$ cat src/rtl/fir_cfg_seq_pkg.sv
// Shared DSP definitions for the FIR coefficient configuration sequencer:
// default filter dimensions and the sequencer state encoding.
package fir_cfg_seq_pkg;

  localparam int dsp_coef_width = 24;
  localparam int dsp_coef_count = 16;
  localparam int dsp_max_shift  = 32;

  typedef enum logic [3:0] {
    IDLE       = 4'd0,
    FLUSH_PRE  = 4'd1,
    LOAD       = 4'd2,
    WAIT_ACK   = 4'd3,
    SHIFT      = 4'd4,
    WAIT_SHIFT = 4'd5,
    FLUSH_POST = 4'd6,
    DONE       = 4'd7,
    ERR        = 4'd8
  } cfg_state_t;

endpackage

$ cat src/rtl/fir_cfg_seq_if.sv
// Filter-side programming bus between the configuration sequencer (master)
// and the FIR filter (slave).
interface fir_cfg_seq_if
  import fir_cfg_seq_pkg::*;
#(
  parameter int coef_width  = dsp_coef_width,
  parameter int coef_id_w   = $clog2(dsp_coef_count),
  parameter int max_shift_w = $clog2(dsp_max_shift)
) ();

  logic [coef_id_w-1:0]   f_addr;
  logic [coef_width-1:0]  f_coef;
  logic                   f_coef_ready;
  logic                   f_coef_done;
  logic [max_shift_w-1:0] f_shift;
  logic                   f_shift_ready;
  logic                   f_shift_done;
  logic                   f_flush;
  logic                   conv_gate;

  modport master (
    output f_addr, f_coef, f_coef_ready, f_shift, f_shift_ready, f_flush, conv_gate,
    input  f_coef_done, f_shift_done
  );

  modport slave (
    input  f_addr, f_coef, f_coef_ready, f_shift, f_shift_ready, f_flush, conv_gate,
    output f_coef_done, f_shift_done
  );

endinterface

$ cat src/rtl/fir_cfg_seq_stage_ram.sv
// Coefficient staging buffer: one synchronous write port, one asynchronous
// read port. Deliberately not reset so staged values survive a sequencer reset.
module cfg_stage_ram
  import fir_cfg_seq_pkg::*;
#(
  parameter int width = dsp_coef_width,
  parameter int depth = dsp_coef_count,
  localparam int aw   = $clog2(depth)
) (
  input  logic             clk,
  input  logic             we,
  input  logic [aw-1:0]    waddr,
  input  logic [width-1:0] wdata,
  input  logic [aw-1:0]    raddr,
  output logic [width-1:0] rdata
);

  logic [width-1:0] mem [depth];

  always_ff @(posedge clk) begin
    if (we) begin
      mem[waddr] <= wdata;
    end
  end

  assign rdata = mem[raddr];

endmodule

$ cat src/rtl/fir_cfg_seq.sv
// FIR configuration sequencer: flushes the filter, streams the staged
// coefficients with per-tap handshakes, programs the result shift, flushes again.
//
// state      | meaning
// IDLE       | host may stage coefficients and commit; filter conversions allowed
// FLUSH_PRE  | one-cycle flush before programming
// LOAD       | present tap idx, one-cycle f_coef_ready
// WAIT_ACK   | hold tap, wait for f_coef_done (timeout-guarded)
// SHIFT      | present latched shift, one-cycle f_shift_ready
// WAIT_SHIFT | wait for f_shift_done (timeout-guarded)
// FLUSH_POST | one-cycle flush after programming
// DONE       | one-cycle cfg_done
// ERR        | one-cycle cfg_err plus flush after an acknowledge timeout
module fir_cfg_seq
  import fir_cfg_seq_pkg::*;
#(
  parameter int coef_width   = dsp_coef_width,
  parameter int coef_count   = dsp_coef_count,
  parameter int max_shift    = dsp_max_shift,
  parameter int ack_timeout  = 8,
  localparam int coef_id_w   = $clog2(coef_count),
  localparam int max_shift_w = $clog2(max_shift)
) (
  input  logic                   clk,
  input  logic                   rst,
  input  logic                   wr_en,
  input  logic [coef_id_w-1:0]   wr_addr,
  input  logic [coef_width-1:0]  wr_data,
  input  logic [max_shift_w-1:0] shift_in,
  input  logic                   commit,
  output logic                   busy,
  output logic                   cfg_done,
  output logic                   cfg_err,
  fir_cfg_seq_if.master          fbus
);

  localparam int tmo_w = $clog2(ack_timeout + 1);
  localparam logic [tmo_w-1:0]     tmo_load = tmo_w'(ack_timeout - 1);
  localparam logic [coef_id_w-1:0] idx_last = coef_id_w'(coef_count - 1);

  cfg_state_t             state, state_nx;
  logic [coef_id_w-1:0]   idx, idx_nx;
  logic [tmo_w-1:0]       tmo_cnt, tmo_nx;
  logic [max_shift_w-1:0] shift_q, shift_nx;
  logic [coef_width-1:0]  stage_rdata;
  logic                   stage_we;
  logic                   flush, coef_ready, shift_ready, done_pls, err_pls;
  logic                   coef_phase, shift_phase;

  // Host writes are only honoured while the filter is not being programmed.
  assign stage_we = wr_en && (state == IDLE);

  cfg_stage_ram #(
    .width (coef_width),
    .depth (coef_count)
  ) u_stage (
    .clk   (clk),
    .we    (stage_we),
    .waddr (wr_addr),
    .wdata (wr_data),
    .raddr (idx),
    .rdata (stage_rdata)
  );

  always_ff @(posedge clk) begin
    if (rst) begin
      state   <= IDLE;
      idx     <= '0;
      tmo_cnt <= '0;
      shift_q <= '0;
    end else begin
      state   <= state_nx;
      idx     <= idx_nx;
      tmo_cnt <= tmo_nx;
      shift_q <= shift_nx;
    end
  end

  always_comb begin
    state_nx    = state;
    idx_nx      = idx;
    tmo_nx      = tmo_cnt;
    shift_nx    = shift_q;
    flush       = 1'b0;
    coef_ready  = 1'b0;
    shift_ready = 1'b0;
    done_pls    = 1'b0;
    err_pls     = 1'b0;
    case (state)
      IDLE: begin
        if (commit) begin
          state_nx = FLUSH_PRE;
          shift_nx = shift_in;
          idx_nx   = '0;
        end
      end
      FLUSH_PRE: begin
        flush    = 1'b1;
        state_nx = LOAD;
      end
      LOAD: begin
        coef_ready = 1'b1;
        tmo_nx     = tmo_load;
        state_nx   = WAIT_ACK;
      end
      // Down-counter loaded on entry; reaching zero without an ack is the timeout.
      WAIT_ACK: begin
        if (fbus.f_coef_done) begin
          if (idx == idx_last) begin
            state_nx = SHIFT;
          end else begin
            idx_nx   = idx + coef_id_w'(1);
            state_nx = LOAD;
          end
        end else if (tmo_cnt == '0) begin
          state_nx = ERR;
        end else begin
          tmo_nx = tmo_cnt - tmo_w'(1);
        end
      end
      SHIFT: begin
        shift_ready = 1'b1;
        tmo_nx      = tmo_load;
        state_nx    = WAIT_SHIFT;
      end
      WAIT_SHIFT: begin
        if (fbus.f_shift_done) begin
          state_nx = FLUSH_POST;
        end else if (tmo_cnt == '0) begin
          state_nx = ERR;
        end else begin
          tmo_nx = tmo_cnt - tmo_w'(1);
        end
      end
      FLUSH_POST: begin
        flush    = 1'b1;
        state_nx = DONE;
      end
      DONE: begin
        done_pls = 1'b1;
        state_nx = IDLE;
      end
      ERR: begin
        err_pls  = 1'b1;
        flush    = 1'b1;
        state_nx = IDLE;
      end
      default: begin
        state_nx = IDLE;
      end
    endcase
  end

  // Data outputs are gated so they read zero outside their handshake phases.
  assign coef_phase  = (state == LOAD) || (state == WAIT_ACK);
  assign shift_phase = (state == SHIFT) || (state == WAIT_SHIFT);

  assign busy               = (state != IDLE);
  assign cfg_done           = done_pls;
  assign cfg_err            = err_pls;
  assign fbus.conv_gate     = (state != IDLE);
  assign fbus.f_flush       = flush;
  assign fbus.f_coef_ready  = coef_ready;
  assign fbus.f_shift_ready = shift_ready;
  assign fbus.f_addr        = coef_phase ? idx : '0;
  assign fbus.f_coef        = coef_phase ? stage_rdata : '0;
  assign fbus.f_shift       = shift_phase ? shift_q : '0;

endmodule

$ cat src/flat_wrapper.sv
// flat-port wrapper written by rule: the top's interface ports become plain ports
module fir_cfg_seq_flat import fir_cfg_seq_pkg::*;
#(
  parameter int coef_width   = dsp_coef_width,
  parameter int coef_count   = dsp_coef_count,
  parameter int max_shift    = dsp_max_shift,
  parameter int ack_timeout  = 8,
  localparam int coef_id_w   = $clog2(coef_count),
  localparam int max_shift_w = $clog2(max_shift)
)
  (clk, rst, wr_en, wr_addr, wr_data, shift_in, commit, busy, cfg_done, cfg_err, fbus_f_addr, fbus_f_coef, fbus_f_coef_ready, fbus_f_shift, fbus_f_shift_ready, fbus_f_flush, fbus_conv_gate, fbus_f_coef_done, fbus_f_shift_done);
  fir_cfg_seq_if #(.coef_width(coef_width), .coef_id_w((4)), .max_shift_w((5))) fbus_i ();
  input  logic clk;
  input  logic rst;
  input  logic wr_en;
  input  logic [coef_id_w-1:0] wr_addr;
  input  logic [coef_width-1:0] wr_data;
  input  logic [max_shift_w-1:0] shift_in;
  input  logic commit;
  output logic busy;
  output logic cfg_done;
  output logic cfg_err;
  output wire logic [$bits(fbus_i.f_addr)-1:0] fbus_f_addr;
  output wire logic [$bits(fbus_i.f_coef)-1:0] fbus_f_coef;
  output wire logic [$bits(fbus_i.f_coef_ready)-1:0] fbus_f_coef_ready;
  output wire logic [$bits(fbus_i.f_shift)-1:0] fbus_f_shift;
  output wire logic [$bits(fbus_i.f_shift_ready)-1:0] fbus_f_shift_ready;
  output wire logic [$bits(fbus_i.f_flush)-1:0] fbus_f_flush;
  output wire logic [$bits(fbus_i.conv_gate)-1:0] fbus_conv_gate;
  input wire logic [$bits(fbus_i.f_coef_done)-1:0] fbus_f_coef_done;
  input wire logic [$bits(fbus_i.f_shift_done)-1:0] fbus_f_shift_done;
  assign fbus_f_addr = fbus_i.f_addr;
  assign fbus_f_coef = fbus_i.f_coef;
  assign fbus_f_coef_ready = fbus_i.f_coef_ready;
  assign fbus_f_shift = fbus_i.f_shift;
  assign fbus_f_shift_ready = fbus_i.f_shift_ready;
  assign fbus_f_flush = fbus_i.f_flush;
  assign fbus_conv_gate = fbus_i.conv_gate;
  assign fbus_i.f_coef_done = fbus_f_coef_done;
  assign fbus_i.f_shift_done = fbus_f_shift_done;
  fir_cfg_seq #(.coef_width(coef_width), .coef_count(coef_count), .max_shift(max_shift), .ack_timeout(ack_timeout)) u_core (.clk(clk), .rst(rst), .wr_en(wr_en), .wr_addr(wr_addr), .wr_data(wr_data), .shift_in(shift_in), .commit(commit), .busy(busy), .cfg_done(cfg_done), .cfg_err(cfg_err), .fbus(fbus_i));
endmodule
$ cat config.mk
export PLATFORM = sky130hd
export DESIGN_NAME = fir_cfg_seq_flat
export DESIGN_NICKNAME = d
export VERILOG_FILES = /design/src/rtl/fir_cfg_seq_pkg.sv /design/src/rtl/fir_cfg_seq_if.sv /design/src/rtl/fir_cfg_seq_stage_ram.sv /design/src/rtl/fir_cfg_seq.sv /design/src/flat_wrapper.sv
export SDC_FILE = /design/constraint.sdc
export NUM_CORES = 1
export LEC_CHECK = 0
export CAP_MARGIN = 20
export CORE_ASPECT_RATIO = 0.6
export CORE_MARGIN = 10
export CORE_UTILIZATION = 60
export CTS_CLUSTER_SIZE = 16
export DETAILED_ROUTE_END_ITERATION = 8
export GPL_TIMING_DRIVEN = 0
export PLACE_DENSITY = 0.85
export SYNTH_ARGS = -nofsm -noshare
export SYNTH_HDL_FRONTEND = slang
export SYNTH_SLANG_ARGS = --single-unit
$ cat constraint.sdc
create_clock -name clk -period 4.78 [get_ports clk]
set_clock_uncertainty 0.1 [all_clocks]
set_input_delay 0.717 -clock clk [delete_from_list [all_inputs] [get_ports clk]]
set_output_delay 0.717 -clock clk [all_outputs]
set_load 0.005 [all_outputs]
==> impl_metrics.json <==
{
  "yosys.area.top_type": "sky130_fd_sc_hd__edfxtp_1",
  "crit_arrival_ns": 3.59,
  "post_cts.resized_instances": 0,
  "wire_length_of_the_first_global_routing_pass_um": 53580,
  "syn-cell-area_um2": 15630,
  "post-route-util_pct": 71.73,
  "ir_drop_mv": 0.3386,
  "result_of_the_run": "complete, no violations",
  "synth.top_cells.by_count": "sky130_fd_sc_hd__edfxtp_1 (384), sky130_fd_sc_hd__mux4_2 (96), sky130_fd_sc_hd__nor2_1 (30), sky130_fd_sc_hd__a221o_1 (24), sky130_fd_sc_hd__a22o_1 (23)",
  "synthesis.instances": 722,
  "yosysWarnings": 0,
  "postCtsHoldBufs": 0,
  "clk_path_buf_depth": 3,
  "hp-class": "register to register",
  "tritoncts": "done",
  "worstPathRequired_ns": 3.96,
  "area_delta_synth_final_pct": 16.79,
  "cpPeakStageDelay_ns": 0.63,
  "async_reset_ff_share_pct": 0,
  "area_of_the_core_um2": 25450,
  "clk_root_buf": "sky130_fd_sc_hd__clkbuf_16",
  "drt_drc_violations_left": 0,
  "route.met2.wl_um": 17390,
  "clock_latency_ns": 0.52,
  "diodes": 0,
  "dieHeight_um": 145.0,
  "pwr_density_cell_nw_per_um2": 383.1,
  "clock_buffer_count_from_cts": 35,
  "ant_nets": 0,
  "cts-htree-levels": 2,
  "layout.nets": 890,
  "post-route-period-util_pct": 92.18,
  "report.final.slew_viol_count": 0,
  "cap_viol_max_count": 0,
  "ios": 79,
  "synth_flop_cell": "sky130_fd_sc_hd__edfxtp_1",
  "drive_above_1_share_pct": 23.08,
  "placed_area_um2": 17160,
  "synthesis.area_per_instance_um2": 21.65,
  "count_of_state_elements_after_synthesis": 405,
  "detailedRoute.firstPassIterationCount": 6,
  "first_global_vias": 8182,
  "worstPathCellList": "buf_2 -> nor2_1 -> nand3_1 -> nor2_1 -> buf_2 -> a221o_1 -> clkdlybuf4s50_1",
  "io_buf_count": 78,
  "power.static_leakage_nw": 5.646,
  "via_count": 8084,
  "achievable-frequency_mhz": 227.0,
  "worst_path_cell_with_the_longest_stage_delay": "sky130_fd_sc_hd__nor2_1",
  "synth-edff-count": 384,
  "topRoutingLayerUsed": "met4",
  "pin_count_of_the_biggest_net_entering_global_routing": 25,
  "route.layer.met1.wl_um": 14450,
  "slew_headroom_pct": 32.76,
  "critical_path_peak_fanout": 10,
  "post-cts-setup-buffer-count": 0,
  "globalRoute.totalOverflow": 0,
  "critPathLaunchType": "register",
  "rsz_0062_raised_after_global_routing": "false",
  "globalRouteTotalUtil_pct": 21.66,
  "criticalPathCategory": "register to output pin",
  "post-route-min-period_ns": 4.406,
  "initialDrtViolationCount": 1115,
  "synth.top_cell.area_share_pct": 73.78,
  "routabilityCongestion": 0.7827,
  "die_w_um": 228.4,
  "placement_rows": 45,
  "initial_utilization_pct": 61.42,
  "wirelength_um": 36420,
  "synth_top_cells_by_area": "sky130_fd_sc_hd__edfxtp_1 (74%), sky130_fd_sc_hd__mux4_2 (14%), sky130_fd_sc_hd__dfxtp_1 (2.7%)",
  "critical_path_capture_point_type": "output pin",
  "finalHoldViolCount": 0,
  "design.die.area_um2": 33120,
  "clkTransAtPathRegs_ns": 0.06,
  "cts_sinks": 405,
  "synth_fp_nets": 763,
  "fillCellCount": 1473,
  "synth_most_common_cell": "sky130_fd_sc_hd__edfxtp_1",
  "finalSetupViolCount": 0,
  "synth.lib_cells_used.distinct": 48,
  "worst_slew_pin_slew_ns": 1.006,
  "post-route-cell-area_um2": 18250,
  "antenna_found_initial": 0,
  "dr_wl_met3_um": 3568,
  "wire_per_inst_um": 29.78,
  "vias_per_cell": 6.610,
  "placed_wire_length_estimate_after_detailed_placement_um": 21800,
  "seq_area_frac_synth_pct": 76.46
}
layout by cell type (no fill, tap or decap), drive strengths merged, types with 2 or more instances in the layout:
master,count
edfxtp,384
mux4,96
clkdlybuf4s50,78
clkbuf,64
buf,39
nor2,30
a221o,24
a22o,23
dfxtp,21
nor3,11
and2,8
nand2b,8
clkinv,8
and3,7
mux2i,7
nand3,6
nand2,5
o21ai,5
inv,5
a211oi,5
a21oi,4
a21o,3
or3,2
nand4,2
nand4b,2
xor2,2
nor3b,2
ha,2
nor4,2
stage by stage:
stage | power (W) | hold WS, ns | worst slack, ns | instances | TNS [ns]
6_report | 0.006993 | 0.3922 | 0.3740 | 1223 | 0
5_1_grt | 0.007177 | 0.4241 | 0.3626 | 1223 | 0
4_1_cts | 0.007022 | 0.3960 | 0.4521 | 1223 | 0
3_5_place_dp | 0.004303 | 0.3783 | 1.028 | 1164 | 0
3_3_place_gp | 0.004279 | 0.3650 | -0.6620 | 1152 | -47.86
2_1_floorplan | 0.004135 | 0.3515 | 1.252 | 722 | 0
flip-flops by register name, summed over array words and instances (netlist names), named ones only:
name and cells:
u_core.idx 4, u_core.shift_q 5, u_core.state 4, u_core.tmo_cnt 4, u_core.u_stage.mem 384
path summary, 6_finish.rpt:
path	slack, ns	cells past startpoint	startpoint	end
hold / removal	0.39	2	u_core.tmo_cnt[1]	u_core.tmo_cnt[1]
setup reg to reg	1.48	7	u_core.state[0]	u_core.u_stage.mem[0][14]
setup / recovery	0.37	7	u_core.state[2]	fbus_f_coef[5]
hold reg to reg	0.39	2	u_core.tmo_cnt[1]	u_core.tmo_cnt[1]
worst max-delay path: cells and delay by family (launching register included):
family                 cells  cell delay [ns]
AND/OR/NAND/NOR            3             1.29
buffers and inverters      3             1.13
flip-flops                 1             0.35
AO/OA/AOI/OAI              1             0.29
routing by layer:
| layer | vias to the layer above | global-route usage [%] |
|---|---|---|
| met5 | - | 0 |
| met4 | 0 | 7.235 |
| met3 | 75 | 5.424 |
| met2 | 477 | 33.53 |
| met1 | 4218 | 29.84 |
| li1 | 3314 | - |
power by group:
group          switching (W)  internal, W
clock                0.00121      0.00155
combinational       0.000172     0.000122
sequential         0.0000139      0.00393
area by class of cell:
class | count | area, um^2 | share of cell area [%]
Sequential cell | 405 | 11950 | 65.47
Multi-Input combinational cell | 271 | 3528 | 19.33
Clock buffer | 50 | 1027 | 5.628
Timing Repair Buffer | 90 | 980.9 | 5.374
Tap cell | 352 | 440.4 | 2.413
Buffer | 41 | 241.5 | 1.323
Clock inverter | 9 | 65.06 | 0.3564
Inverter | 5 | 18.77 | 0.1028
logic make-up after synthesis:
logic type | Yosys count | share of synthesized area (%)
flip-flops | 405 | 76.46
multiplexers | 104 | 14.35
AND/OR/NAND/NOR | 90 | 3.146
AO/OA/AOI/OAI | 72 | 4.043
buffers and inverters | 46 | 1.665
XOR/XNOR | 3 | 0.1681
adder cells (fa/ha/maj) | 2 | 0.1601
Power figures use the tool's default switching activity.
